[src/rtl/mc_control_unit_if.sv]
// Fetch and register-file/ALU datapath bundle for the multicycle sequencer.
// master = sequencer side, slave = memory/datapath side.
`timescale 1ns/1ps
interface mc_control_unit_if #(
   parameter int PC_WIDTH = 32
);
   logic                instr_req;
   logic [PC_WIDTH-1:0] instr_addr;
   logic                instr_valid;
   logic [31:0]         instr;
   logic [4:0]          Read1;
   logic [4:0]          Read2;
   logic [4:0]          WriteReg;
   logic [1:0]          RegWrite;
   logic [31:0]         WriteData;
   logic [3:0]          FuncCode;
   logic [1:0]          ALUOp;
   logic [31:0]         alu_result;
   logic                Zero;

   modport master (
      output instr_req, instr_addr,
      input  instr_valid, instr,
      output Read1, Read2, WriteReg,
      output RegWrite, WriteData,
      output FuncCode, ALUOp,
      input  alu_result, Zero
   );

   modport slave (
      input  instr_req, instr_addr,
      output instr_valid, instr,
      input  Read1, Read2, WriteReg,
      input  RegWrite, WriteData,
      input  FuncCode, ALUOp,
      output alu_result, Zero
   );
endinterface

[src/rtl/mc_control_unit.sv]
// Multicycle control sequencer: fetch, decode, execute and write back
// MIPS-style words against an external register file and ALU.
`timescale 1ns/1ps
module mc_control_unit #(
   parameter int         PC_WIDTH    = 32,
   parameter logic [5:0] HALT_OPCODE = 6'h3F
) (
   input  logic                clk,
   input  logic                rst,
   mc_control_unit_if.master   bus,
   output logic                halted,
   output logic                illegal,
   output logic [31:0]         instr_count
);

   typedef enum logic [2:0] {
      S_FETCH,
      S_DECODE,
      S_EXEC,
      S_WB,
      S_BRANCH,
      S_WIMM,
      S_HALT
   } state_e;

   state_e              state_q, state_d;
   logic [PC_WIDTH-1:0] pc_q, pc_d;
   logic [31:0]         ir_q, ir_d;
   logic [31:0]         alu_q, alu_d;
   logic [31:0]         cnt_q, cnt_d;
   logic                illegal_q, illegal_d;

   logic [5:0]          op;
   logic [4:0]          rs;
   logic [4:0]          rt;
   logic [4:0]          rd;
   logic [15:0]         imm;
   logic [PC_WIDTH-1:0] imm_ext;
   logic [PC_WIDTH-1:0] pc_inc;

   assign op      = ir_q[31:26];
   assign rs      = ir_q[25:21];
   assign rt      = ir_q[20:16];
   assign rd      = ir_q[15:11];
   assign imm     = ir_q[15:0];
   assign imm_ext = PC_WIDTH'($signed(imm));
   assign pc_inc  = pc_q + PC_WIDTH'(1);

   assign bus.instr_addr = pc_q;
   assign bus.FuncCode   = ir_q[3:0];
   assign illegal        = illegal_q;
   assign instr_count    = cnt_q;

   // State register; reset abandons any in-flight fetch.
   always_ff @(posedge clk or posedge rst) begin
      if (rst) begin
         state_q <= S_FETCH;
      end else begin
         state_q <= state_d;
      end
   end

   // Datapath registers: pc, instruction, ALU capture, retire count, illegal pulse.
   always_ff @(posedge clk or posedge rst) begin
      if (rst) begin
         pc_q      <= '0;
         ir_q      <= '0;
         alu_q     <= '0;
         cnt_q     <= '0;
         illegal_q <= 1'b0;
      end else begin
         pc_q      <= pc_d;
         ir_q      <= ir_d;
         alu_q     <= alu_d;
         cnt_q     <= cnt_d;
         illegal_q <= illegal_d;
      end
   end

   // Next-state and next-register values.
   always_comb begin
      state_d   = state_q;
      pc_d      = pc_q;
      ir_d      = ir_q;
      alu_d     = alu_q;
      cnt_d     = cnt_q;
      illegal_d = 1'b0;
      unique case (state_q)
         S_FETCH: begin
            if (bus.instr_valid) begin
               ir_d    = bus.instr;
               state_d = S_DECODE;
            end
         end
         S_DECODE: begin
            if (op == 6'h00) begin
               state_d = S_EXEC;
            end else if (op == 6'h04) begin
               state_d = S_BRANCH;
            end else if (op == 6'h0F) begin
               state_d = S_WIMM;
            end else if (op == HALT_OPCODE) begin
               state_d = S_HALT;
            end else begin
               state_d   = S_FETCH;
               pc_d      = pc_inc;
               illegal_d = 1'b1;
            end
         end
         S_EXEC: begin
            alu_d   = bus.alu_result;
            state_d = S_WB;
         end
         S_WB, S_WIMM: begin
            pc_d    = pc_inc;
            cnt_d   = cnt_q + 32'd1;
            state_d = S_FETCH;
         end
         S_BRANCH: begin
            pc_d    = bus.Zero ? pc_inc + imm_ext : pc_inc;
            cnt_d   = cnt_q + 32'd1;
            state_d = S_FETCH;
         end
         S_HALT: begin
            state_d = S_HALT;
         end
         default: begin
            state_d = S_FETCH;
         end
      endcase
   end

   // Moore outputs decoded from the registered state and instruction.
   always_comb begin
      bus.instr_req = 1'b0;
      bus.Read1     = '0;
      bus.Read2     = '0;
      bus.WriteReg  = '0;
      bus.RegWrite  = 2'b00;
      bus.WriteData = '0;
      bus.ALUOp     = 2'b00;
      halted        = 1'b0;
      if (state_q != S_FETCH) begin
         bus.Read1 = rs;
         bus.Read2 = rt;
      end
      unique case (state_q)
         S_FETCH: begin
            bus.instr_req = 1'b1;
         end
         S_EXEC: begin
            bus.ALUOp = 2'b10;
         end
         S_WB: begin
            bus.WriteReg  = rd;
            bus.WriteData = alu_q;
            bus.RegWrite  = (rd != 5'd0) ? 2'b01 : 2'b00;
         end
         S_BRANCH: begin
            bus.ALUOp = 2'b01;
         end
         S_WIMM: begin
            bus.WriteReg  = rt;
            bus.WriteData = {imm, 16'h0000};
            bus.RegWrite  = (rt != 5'd0) ? 2'b01 : 2'b00;
         end
         S_HALT: begin
            halted = 1'b1;
         end
         default: begin
         end
      endcase
   end

endmodule

[src/flat_wrapper.sv]
// flat-port wrapper written by rule: the top's interface ports become plain ports
module mc_control_unit_flat 
#(
   parameter int         PC_WIDTH    = 32,
   parameter logic [5:0] HALT_OPCODE = 6'h3F
)
  (clk, rst, halted, illegal, instr_count, bus_instr_req, bus_instr_addr, bus_instr_valid, bus_instr, bus_Read1, bus_Read2, bus_WriteReg, bus_RegWrite, bus_WriteData, bus_FuncCode, bus_ALUOp, bus_alu_result, bus_Zero);
  mc_control_unit_if #(.PC_WIDTH(PC_WIDTH)) bus_i ();
  input  logic clk;
  input  logic rst;
  output logic halted;
  output logic illegal;
  output logic [31:0] instr_count;
  output wire logic [$bits(bus_i.instr_req)-1:0] bus_instr_req;
  output wire logic [$bits(bus_i.instr_addr)-1:0] bus_instr_addr;
  input wire logic [$bits(bus_i.instr_valid)-1:0] bus_instr_valid;
  input wire logic [$bits(bus_i.instr)-1:0] bus_instr;
  output wire logic [$bits(bus_i.Read1)-1:0] bus_Read1;
  output wire logic [$bits(bus_i.Read2)-1:0] bus_Read2;
  output wire logic [$bits(bus_i.WriteReg)-1:0] bus_WriteReg;
  output wire logic [$bits(bus_i.RegWrite)-1:0] bus_RegWrite;
  output wire logic [$bits(bus_i.WriteData)-1:0] bus_WriteData;
  output wire logic [$bits(bus_i.FuncCode)-1:0] bus_FuncCode;
  output wire logic [$bits(bus_i.ALUOp)-1:0] bus_ALUOp;
  input wire logic [$bits(bus_i.alu_result)-1:0] bus_alu_result;
  input wire logic [$bits(bus_i.Zero)-1:0] bus_Zero;
  assign bus_instr_req = bus_i.instr_req;
  assign bus_instr_addr = bus_i.instr_addr;
  assign bus_i.instr_valid = bus_instr_valid;
  assign bus_i.instr = bus_instr;
  assign bus_Read1 = bus_i.Read1;
  assign bus_Read2 = bus_i.Read2;
  assign bus_WriteReg = bus_i.WriteReg;
  assign bus_RegWrite = bus_i.RegWrite;
  assign bus_WriteData = bus_i.WriteData;
  assign bus_FuncCode = bus_i.FuncCode;
  assign bus_ALUOp = bus_i.ALUOp;
  assign bus_i.alu_result = bus_alu_result;
  assign bus_i.Zero = bus_Zero;
  mc_control_unit #(.PC_WIDTH(PC_WIDTH), .HALT_OPCODE(HALT_OPCODE)) u_core (.clk(clk), .rst(rst), .bus(bus_i), .halted(halted), .illegal(illegal), .instr_count(instr_count));
endmodule
[config.mk]
export PLATFORM = sky130hd
export DESIGN_NAME = mc_control_unit_flat
export DESIGN_NICKNAME = d
export VERILOG_FILES = /design/src/rtl/mc_control_unit_if.sv /design/src/rtl/mc_control_unit.sv /design/src/flat_wrapper.sv
export SDC_FILE = /design/constraint.sdc
export NUM_CORES = 1
export LEC_CHECK = 0
export BUFFER_PORTS_ARGS = -buffer_cell sky130_fd_sc_hd__buf_2
export CAP_MARGIN = 20
export CORE_ASPECT_RATIO = 0.9
export CORE_MARGIN = 5
export CORE_UTILIZATION = 40
export DETAILED_ROUTE_END_ITERATION = 7
export GPL_TIMING_DRIVEN = 0
export PLACE_DENSITY = 0.7
export SETUP_SLACK_MARGIN = 0.5
export SYNTH_ARGS = -nofsm -noshare
export SYNTH_HDL_FRONTEND = slang
export SYNTH_SLANG_ARGS = --single-unit
[constraint.sdc]
create_clock -name clk -period 4.4 [get_ports clk]
set_input_delay 0 -clock clk [delete_from_list [all_inputs] [get_ports clk]]
set_output_delay 0 -clock clk [all_outputs]
set_load 0.1 [all_outputs]
==> results.sh, run 1 <==
export IMPL_post_place_ws_ps=326
export IMPL_diodes=0
export IMPL_status="finished, final reports clean"
export IMPL_drt_pass1_iter_count=5
export IMPL_crit_end="u_core.bus.instr_addr[31]"
export IMPL_cts_tree="done"
export IMPL_worst_slack_ps=521
export IMPL_wl_per_cell_um=17.8
export IMPL_worst_ep_arrival_time_ps=4220
export IMPL_cp_end_kind="register"
export IMPL_critical_path_class="register to register"
export IMPL_worst_pin_slew_ps=1170
export IMPL_dieArea_sq_um=23400
export IMPL_routed_wirelength_um=25000
export IMPL_gp_congestion=0.917
export IMPL_num_vias=7536
export IMPL_p_leak_uw=0.00531
export IMPL_fin_crit_ps=3880
export IMPL_cts_buffers=17
export IMPL_netlist_area_sq_um=8180
export IMPL_num_rows=49
export IMPL_syn_nets=940
export IMPL_switching_share_pct=53.2
export IMPL_clk_latency_ps=430
export IMPL_cts_max_level=4
export IMPL_powerDensity_nw_per_um2=854
export IMPL_setup_violations_final=0
export IMPL_timing_rr_start="u_core.bus.instr_addr[0]"
export IMPL_die_w_um=161
export IMPL_rsz0062_at_grt="yes"
export IMPL_grt_pass1_wl_um=40000
export IMPL_synth_area_top_cells="dfrtp_1, mux2_2, ha_1"
export IMPL_p_clk_share_pct=14.4
export IMPL_startpoint_type="register"
export IMPL_fin_skew_ps=8.75
export IMPL_antenna_found_initial=0
export IMPL_synth_seq_cells=132
export IMPL_hold_path_class="input pin to asynchronous set/reset pin"
export IMPL_dp_hpwl_um=17200
export IMPL_synth_edf_count=0
export IMPL_p_seq_share_pct=22.8
export IMPL_synthTopCellsByCount="dfrtp_1, nand2_1, xnor2_1, a21oi_1, mux2_2"
export IMPL_design_area_sq_um=11200
export IMPL_core_area_sq_um=20000
export IMPL_fin_util_pct=55.9
export IMPL_ir_worst_vdd_uv=670
export IMPL_slew_headroom_pct=22.2
export IMPL_r2r_end="u_core.bus.instr_addr[31]"
export IMPL_r2r_cells=17
export IMPL_finalHoldViolations=0
export IMPL_cts_root_buf="clkbuf_16"
export IMPL_clkTransAtPathRegs_ps=60
export IMPL_grt_max_degree=72
export IMPL_synthFlopType="dfrtp_1"
export IMPL_num_nets_final=1243
export IMPL_grt_pass1_vias=7526
export IMPL_ctsLongestPathBuffers=2
export IMPL_ant_nets=0
export IMPL_initial_core_util_pct=40.8
export IMPL_drtIter0Drc=452
export IMPL_pin_count=190
export IMPL_required_ps=4740
export IMPL_track_usage_pct=20.9
export IMPL_ys_types=69
export IMPL_fmax_ghz=0.258
export IMPL_path_max_fanout=6
export IMPL_syn_to_final_growth_pct=37.0
export IMPL_slew_viol_final=0
export IMPL_crit_start="u_core.bus.instr_addr[0]"
export IMPL_routed_via_density=5.38
export IMPL_synthArstFlopShare_pct=100
export IMPL_p_int_uw=4480
export IMPL_ys_warn_count=0
export IMPL_syn_inst=831
export IMPL_final_setup_tns_ps=0
export IMPL_synth_area_per_cell_sq_um=9.84
export IMPL_p_comb_share_pct=62.8
export IMPL_max_cap_viol_count=0
export IMPL_port_buffers=188
export IMPL_period_share_pct=88.2
export IMPL_die_h_um=146
export IMPL_p_sw_uw=5100
export IMPL_synth_most_common_cell="dfrtp_1"
export IMPL_clock_sinks=132
export IMPL_drive_gt1_share_pct=34.0
export IMPL_post_dp_cell_area_sq_um=9570
export IMPL_rrSetupSlack_ps=520
export IMPL_yosys_area_top_type="dfrtp_1"
export IMPL_drc=0
export IMPL_ys_seq_area_share_pct=40.4
export IMPL_grt_overflow=0
export IMPL_netlist_area_leader_share_pct=40.4
power groups by stage:
stage | sequential, uW | combinational, uW | clock [uW]
3_3_place_gp | 2170 | 5500 | 0
6_report | 2180 | 6010 | 1380
4_1_cts | 2150 | 5790 | 1410
5_1_grt | 2260 | 6410 | 1470
3_5_place_dp | 2170 | 5570 | 0
2_1_floorplan | 2940 | 3690 | 0
cell families (layout without fill, tap and decap cells):
family / Yosys count / after routing / share of synthesized area [%]
fa+ha+maj: 41 / 41 / 6.36
mux: 68 / 68 / 9.38
simple gates: 258 / 258 / 16.2
compound gates: 189 / 189 / 15.5
buf+inv: 56 / 371 / 2.97
other cells: 1 / 1 / 0.0458
xor+xnor: 86 / 86 / 9.21
flops: 132 / 132 / 40.4
layout by cell type, fill, tap and decap left out, types with 5 or more instances in the layout:
cell / count
dfrtp_2: 18
and3_1: 16
buf_2: 193
nor2b_1: 14
nor3_1: 8
nand2_1: 67
buf_4: 36
a22o_1: 23
clkbuf_16: 17
mux2_2: 45
inv_1: 14
nand3_1: 37
o22ai_1: 8
inv_6: 6
nand4_1: 9
ha_1: 38
a31oi_1: 6
mux2_1: 20
a21o_1: 12
a21oi_1: 50
o21ai_0: 29
and2_1: 23
nand3_2: 5
o21a_1: 6
dfrtp_1: 114
o21ai_1: 10
xnor2_1: 52
dlygate4sd3_1: 66
a21oi_2: 7
xor2_1: 29
nor2_1: 36
clkbuf_1: 21
final cells by class:
type                       count  area [sq um]
buffer                        40           203
clock buffer                  19           443
clock inverter                12           121
fill                        1693          8840
inverter                      16          65.1
multi-input combinational    643          4880
sequential                   132          3330
tap                          255           319
timing repair buffer         284          1850
metrics by stage:
step                      hold slack, ps  total power (uW)  cells
after floorplan                      135              6630    831
after global placement               215              7660   1274
after detailed placement             119              7740   1275
after CTS                            213              9350   1386
after global routing                 254             10100   1401
final                                193              9570   1401
critical path, stage by stage, from the launching register on:
cell and delay [ps]:
dfrtp_2 420, ha_4 160, and3_4 190, and3_4 200, and3_4 180, buf_6 110, nand3_1 110, xnor2_1 310
ha_1 370, a21oi_1 300, o21ai_2 130, a221oi_2 240, o21ai_1 120, o21bai_1 170, mux2i_1 190, and3_1 200
mux2i_1 230, xor2_1 170
timing repair:
item                                    4_1_cts  5_1_grt
resized for setup                            15       27
buffers inserted                             14       15
hold endpoints to repair                    126        0
hold buffers                                 66        0
pin swaps                                    11       21
endpoints found under the setup margin        6       11
sequential cells by signal, summed over array words and instances, names as in the netlist:
name / count
u_core.alu_q: 32
u_core.instr_count: 32
u_core.ir_q: 32
u_core.illegal: 1
u_core.bus.instr_addr: 32
u_core.state_q: 3
worst min path at each step:
| stage | startpoint | endpoint | slack, ps | depth (start not counted) |
|---|---|---|---|---|
| 2_1_floorplan | bus_instr[19] | u_core.ir_q[19] | 130 | 1 |
| 3_3_place_gp | bus_instr[4] | u_core.ir_q[4] | 220 | 2 |
| 3_5_place_dp | rst | u_core.instr_count[30] | 120 | 2 |
| 4_1_cts | rst | u_core.instr_count[30] | 210 | 3 |
| 5_1_grt | rst | u_core.instr_count[23] | 250 | 3 |
| 6_report | rst | u_core.instr_count[24] | 190 | 3 |
metal layers:
| layer | track usage (%) | wire (um) | part of all wire [%] | vias to the layer above |
|---|---|---|---|---|
| met5 | 0 | 0 | 0 | - |
| met4 | 5.93 | 561 | 2.2 | 0 |
| met3 | 6.00 | 1820 | 7.3 | 49 |
| met2 | 33.5 | 11700 | 47 | 298 |
| met1 | 27.7 | 10900 | 44 | 3611 |
| li1 | - | - | - | 3578 |
(Power assumes the default switching activity.)
==> inputs of run 2 (changes only) <==
Settings changed: CORE_UTILIZATION 40 to 50, PLACE_DENSITY 0.7 to 0.83.
==> run 2 against run 1 <==
Hold slack improved by 22 ps. First-iteration DRC count increased by 73%. Clock power about the same. Cell count decreased by 4.3%. Global-route usage increased by 6.4 points.
==> results.sh, run 2 (synthesis gave the netlist of run 1 again) <==
export IMPL_hold_ws_ps=215
export IMPL_num_vias=7836
export IMPL_period_share_pct=88.0
export IMPL_clk_latency_ps=430
export IMPL_track_usage_pct=27.3
export IMPL_num_rows=44
export IMPL_layout_commonest_cell="buf_2"
export IMPL_fin_skew_ps=8.32
export IMPL_r2r_cells=19
export IMPL_path_delay_family="simple AND/OR/NAND/NOR gates"
export IMPL_p_leak_uw=0.00526
export IMPL_drt_pass1_iter_count=7
export IMPL_gp_congestion=0.896
export IMPL_grt_pass1_wl_um=40900
export IMPL_max_cap_viol_count=0
export IMPL_core_area_sq_um=16100
export IMPL_worst_slack_ps=526
export IMPL_cts_buffers=17
export IMPL_dieArea_sq_um=19000
export IMPL_antenna_found_initial=2
export IMPL_clock_sinks=132
export IMPL_critical_path_class="register to register"
export IMPL_pin_count=190
export IMPL_syn_to_final_growth_pct=35.8
export IMPL_ir_worst_vdd_uv=686
export IMPL_grt_pass1_vias=7645
export IMPL_path_buf_inv=1
export IMPL_use_met1_pct=35.7
export IMPL_startpoint_type="register"
export IMPL_slowest_stage="dfrtp_2"
export IMPL_grt_max_degree=69
export IMPL_required_ps=4740
export IMPL_die_w_um=145
export IMPL_dp_hpwl_um=16900
export IMPL_grt_busiest_layer="met2"
export IMPL_finalHoldViolations=0
export IMPL_cts_tree="done"
export IMPL_cpPeakStageDelay_ps=420
export IMPL_worst_ep_arrival_time_ps=4220
export IMPL_cts_max_level=4
export IMPL_setup_violations_final=0
export IMPL_routed_wirelength_um=26900
export IMPL_final_setup_tns_ps=0
export IMPL_ctsLongestPathBuffers=2
export IMPL_clkTransAtPathRegs_ps=60
export IMPL_ant_nets=0
export IMPL_powerDensity_nw_per_um2=873
export IMPL_grt_overflow=0
export IMPL_drc=0
export IMPL_die_h_um=131
export IMPL_wl_per_cell_um=20.0
export IMPL_drive_gt1_share_pct=33.7
export IMPL_port_buffers=188
export IMPL_worst_pin_slew_ps=1160
export IMPL_fin_crit_ps=3870
export IMPL_cp_end_kind="register"
export IMPL_cpMostUsedCell="and3_4"
export IMPL_num_nets_final=1230
export IMPL_fmax_ghz=0.258
export IMPL_status="finished, final reports clean"
export IMPL_mostFrequentLayoutCells="buf_2, dfrtp_1, nand2_1, dlygate4sd3_1, xnor2_1"
export IMPL_drtIter0Drc=780
export IMPL_cp_depth=19
export IMPL_cp_cell_sequence="ha_4 -> and3_4 -> and3_4 -> and3_4 -> buf_6 -> nand2_4 -> nor3_4 -> nand3_2 -> xnor2_4 -> ha_4 -> nand4_1 -> nor3_2 -> nand3_1 -> a21oi_1 -> o21bai_1 -> mux2i_1 -> and3_1 -> mux2i_1 -> xor2_1"
export IMPL_cts_root_buf="clkbuf_16"
export IMPL_post_place_ws_ps=448
export IMPL_slew_viol_final=0
export IMPL_initial_core_util_pct=50.9
export IMPL_use_met2_pct=42.6
export IMPL_hold_path_class="input pin to asynchronous set/reset pin"
export IMPL_slew_headroom_pct=22.4
export IMPL_path_max_fanout=6
export IMPL_grt_util_met3_pct=7.59
export IMPL_rsz0062_at_grt="no"
export IMPL_routed_via_density=5.84
==> run 2: cell types whose count changed in the layout (fill, tap and decap cells not counted), sizes merged <==
| cell | before | now |
|---|---|---|
| bufinv | 1 | 2 |
| clkbuf | 41 | 38 |
| diode | 0 | 2 |
| inv | 22 | 18 |
| clkinv | 2 | 5 |
| buf | 236 | 225 |
==> run 2: layout make-up <==
class                           count  area (sq um)
Sequential cell                   132          3330
Tap cell                          207           259
Clock buffer                       18           439
Antenna cell                        2          5.00
Buffer                             40           203
Timing Repair Buffer              271          1750
Fill cell                        1129          4970
Clock inverter                     12           133
Multi-Input combinational cell    643          4930
Inverter                           16          65.1
==> run 2: worst register-to-register path: cells and delay by family (launching register included) <==
kind            cells  cell delay [ps]
compound gates      2              340
xor+xnor            2              340
fa+ha+maj           2              490
buf+inv             1              130
flops               1              420
mux                 2              380
simple gates       10             1690
==> run 2: through the flow <==
step                      instances  utilization, %  instance area [sq um]  power [uW]
final                          1341            69.1                  11100        9690
after global routing           1341            69.1                  11100       10200
after CTS                      1324            67.0                  10800        9210
after detailed placement       1227            59.1                   9510        7730
after global placement         1226            58.9                   9480        7590
after floorplan                 831               -                   8280        6630
==> run 2: metal layers <==
layer  share of wire [%]  vias up  wire (um)
met3                 8.9      104       2400
met1                  39     3704      10400
met2                  48      462      12900
met5                   0        -          0
li1                    -     3566          -
met4                 4.0        0       1080
==> run 2: path summary, 6_finish.rpt <==
kind / end / slack, ps / from
setup / recovery: u_core.bus.instr_addr[31] / 530 / u_core.bus.instr_addr[0]
hold / removal: u_core.instr_count[16] / 210 / rst
setup reg to reg: u_core.bus.instr_addr[31] / 530 / u_core.bus.instr_addr[0]
hold reg to reg: u_core.bus.instr_addr[31] / 460 / u_core.bus.instr_addr[31]
max in group asynchronous: u_core.bus.instr_addr[7] / 3410 / rst
min in group clk: u_core.ir_q[19] / 330 / bus_instr[19]
==> run 2: repair_timing <==
| item | in CTS | in global routing |
|---|---|---|
| pin swaps | 2 | 19 |
| hold buffers | 66 | 0 |
| buffers inserted | 1 | 15 |
| gates resized for setup | 5 | 48 |
| endpoints found under the setup margin | 5 | 9 |
| endpoints found under the hold margin | 129 | 0 |
==> run 2: report_power, final <==
part | switching (uW) | internal [uW]
combinational | 4080 | 1980
clock | 566 | 844
sequential | 551 | 1660
==> inputs of run 3 (changes only) <==
==> constraint.sdc (replaced) <==
create_clock -name clk -period 4.4 [get_ports clk]
set_input_delay 0.88 -clock clk [delete_from_list [all_inputs] [get_ports clk]]
set_output_delay 0.88 -clock clk [all_outputs]
set_load 0.1 [all_outputs]
==> run 3 against run 2 <==
First-iteration DRC count shrank 24%. Total power decreased by 2.3%. Sequential power about the same. Combinational power is 3% lower. Routed wire length fell by 12%. Register-to-register slack is essentially flat.
==> results.sh, run 3 (synthesis gave the netlist of run 1 again) <==
export IMPL_die_h_um=131
export IMPL_gp_congestion=0.973
export IMPL_timing_rr_start="u_core.bus.instr_addr[0]"
export IMPL_diodes=0
export IMPL_wl_per_cell_um=18.5
export IMPL_drc=0
export IMPL_dieArea_sq_um=19000
export IMPL_syn_to_final_growth_pct=27.5
export IMPL_slew_viol_final=0
export IMPL_num_nets_final=1165
export IMPL_clk_latency_ps=420
export IMPL_r2r_cells=16
export IMPL_max_cap_viol_count=0
export IMPL_startpoint_type="register"
export IMPL_crit_end="u_core.bus.instr_addr[28]"
export IMPL_design_area_sq_um=10400
export IMPL_grt_pass1_wl_um=37100
export IMPL_cts_buffers=17
export IMPL_cp_end_kind="register"
export IMPL_pin_count=190
export IMPL_period_share_pct=87.9
export IMPL_fin_skew_ps=8.66
export IMPL_path_buf_inv=0
export IMPL_clkTransAtPathRegs_ps=60
export IMPL_die_w_um=145
export IMPL_port_buffers=188
export IMPL_drive_gt1_share_pct=35.1
export IMPL_post_place_ws_ps=365
export IMPL_dp_hpwl_um=17200
export IMPL_core_area_sq_um=16100
export IMPL_fmax_ghz=0.259
export IMPL_cts_tree="done"
export IMPL_grt_overflow=0
export IMPL_rrSetupSlack_ps=530
export IMPL_drt_pass1_iter_count=7
export IMPL_critical_path_class="register to register"
export IMPL_powerDensity_nw_per_um2=907
export IMPL_rsz0062_at_grt="yes"
export IMPL_total_power_uw=9460
export IMPL_routed_via_density=5.76
export IMPL_cp_depth=16
export IMPL_hold_path_class="register to register"
export IMPL_worst_slack_ps=532
export IMPL_setup_violations_final=0
export IMPL_num_vias=7349
export IMPL_path_delay_family="simple AND/OR/NAND/NOR gates"
export IMPL_finalHoldViolations=0
export IMPL_cts_max_level=4
export IMPL_initial_core_util_pct=50.9
export IMPL_cts_root_buf="clkbuf_16"
export IMPL_ctsLongestPathBuffers=2
export IMPL_slew_headroom_pct=23.1
export IMPL_crit_start="u_core.bus.instr_addr[0]"
export IMPL_p_leak_uw=0.00499
export IMPL_worst_ep_arrival_time_ps=4140
export IMPL_r2r_end="u_core.bus.instr_addr[28]"
export IMPL_status="finished, final reports clean"
export IMPL_num_rows=44
export IMPL_cpPeakStageDelay_ps=430
export IMPL_layout_commonest_cell="buf_2"
export IMPL_mostFrequentLayoutCells="buf_2, dfrtp_1, nand2_1"
export IMPL_clock_sinks=132
export IMPL_fin_crit_ps=3870
export IMPL_slowest_stage="dfrtp_2"
export IMPL_cp_cell_sequence="and3_4 -> nand4_1 -> nor2_4 -> nand3_2 -> nor2_1 -> xor2_1 -> ha_1 -> a21o_1 -> a31o_1 -> or2_1 -> o221a_4 -> a21oi_4 -> nor2_1 -> a2111oi_2 -> xor2_1 -> a21oi_1"
export IMPL_routed_wirelength_um=23500
export IMPL_grt_max_degree=42
export IMPL_grt_pass1_vias=7068
export IMPL_ant_nets=0
export IMPL_ir_worst_vdd_uv=705
export IMPL_track_usage_pct=24.3
export IMPL_required_ps=4670
export IMPL_final_setup_tns_ps=0
export IMPL_hold_ws_ps=466
export IMPL_drtIter0Drc=590
export IMPL_antenna_found_initial=2
export IMPL_post_dp_cell_area_sq_um=9530
export IMPL_worst_pin_slew_ps=1150
export IMPL_path_max_fanout=5
-- run 3: worst min-delay path by stage --
| stage | start | to | slack [ps] | cells past startpoint |
|---|---|---|---|---|
| 3_3_place_gp | u_core.bus.instr_addr[31] | u_core.bus.instr_addr[31] | 450 | 1 |
| 5_1_grt | u_core.instr_count[31] | u_core.instr_count[31] | 490 | 1 |
| 6_report | u_core.bus.instr_addr[31] | u_core.bus.instr_addr[31] | 470 | 1 |
| 4_1_cts | u_core.bus.instr_addr[31] | u_core.bus.instr_addr[31] | 470 | 1 |
| 2_1_floorplan | u_core.ir_q[23] | u_core.ir_q[23] | 450 | 1 |
| 3_5_place_dp | u_core.bus.instr_addr[31] | u_core.bus.instr_addr[31] | 460 | 1 |
-- run 3: timing repair --
action | 4_1_cts | 5_1_grt
cloned | 0 | 0
hold buffers | 0 | 0
setup buffers | 5 | 10
gates resized for setup | 8 | 37
pin swaps | 4 | 21
setup endpoints to repair | 6 | 10
-- run 3: through the flow --
step                      instances  utilization (%)
after floorplan                 831                -
after global placement         1226             58.9
after detailed placement       1229             59.3
after CTS                      1265             63.3
after global routing           1275             64.9
final                          1275             64.9
-- run 3: layout make-up --
type	instances	area [sq um]
sequential	132	3330
buffer	40	203
clock buffer	19	443
inverter	16	63.8
clock inverter	12	131
timing repair buffer	206	1110
tap	207	259
multi-input combinational	643	4890
fill	1267	5640
-- run 3: worst reg2reg max path, stage by stage, from the launching register on --
cell and delay [ps]:
dfrtp_2 430, and3_4 220, nand4_1 230, nor2_4 230
nand3_2 140, nor2_1 150, xor2_1 280, ha_1 320
a21o_1 210, a31o_1 200, or2_1 230, o221a_4 250
a21oi_4 200, nor2_1 80, a2111oi_2 270, xor2_1 190
a21oi_1 90
-- run 3: layer usage --
layer  vias to the layer above  GRT usage (%)  wire [um]
met1                      3530           32.7       9820
li1                       3427              -          -
met4                         4           7.31        496
met5                         -              0         19
met3                        45           7.16       2160
met2                       343           38.0      11000
-- run 3: power by group --
part / leakage [uW] / internal (uW) / switching, uW
clock: 0.000283 / 847 / 562
sequential: 0.00161 / 1660 / 524
combinational: 0.00310 / 1910 / 3960
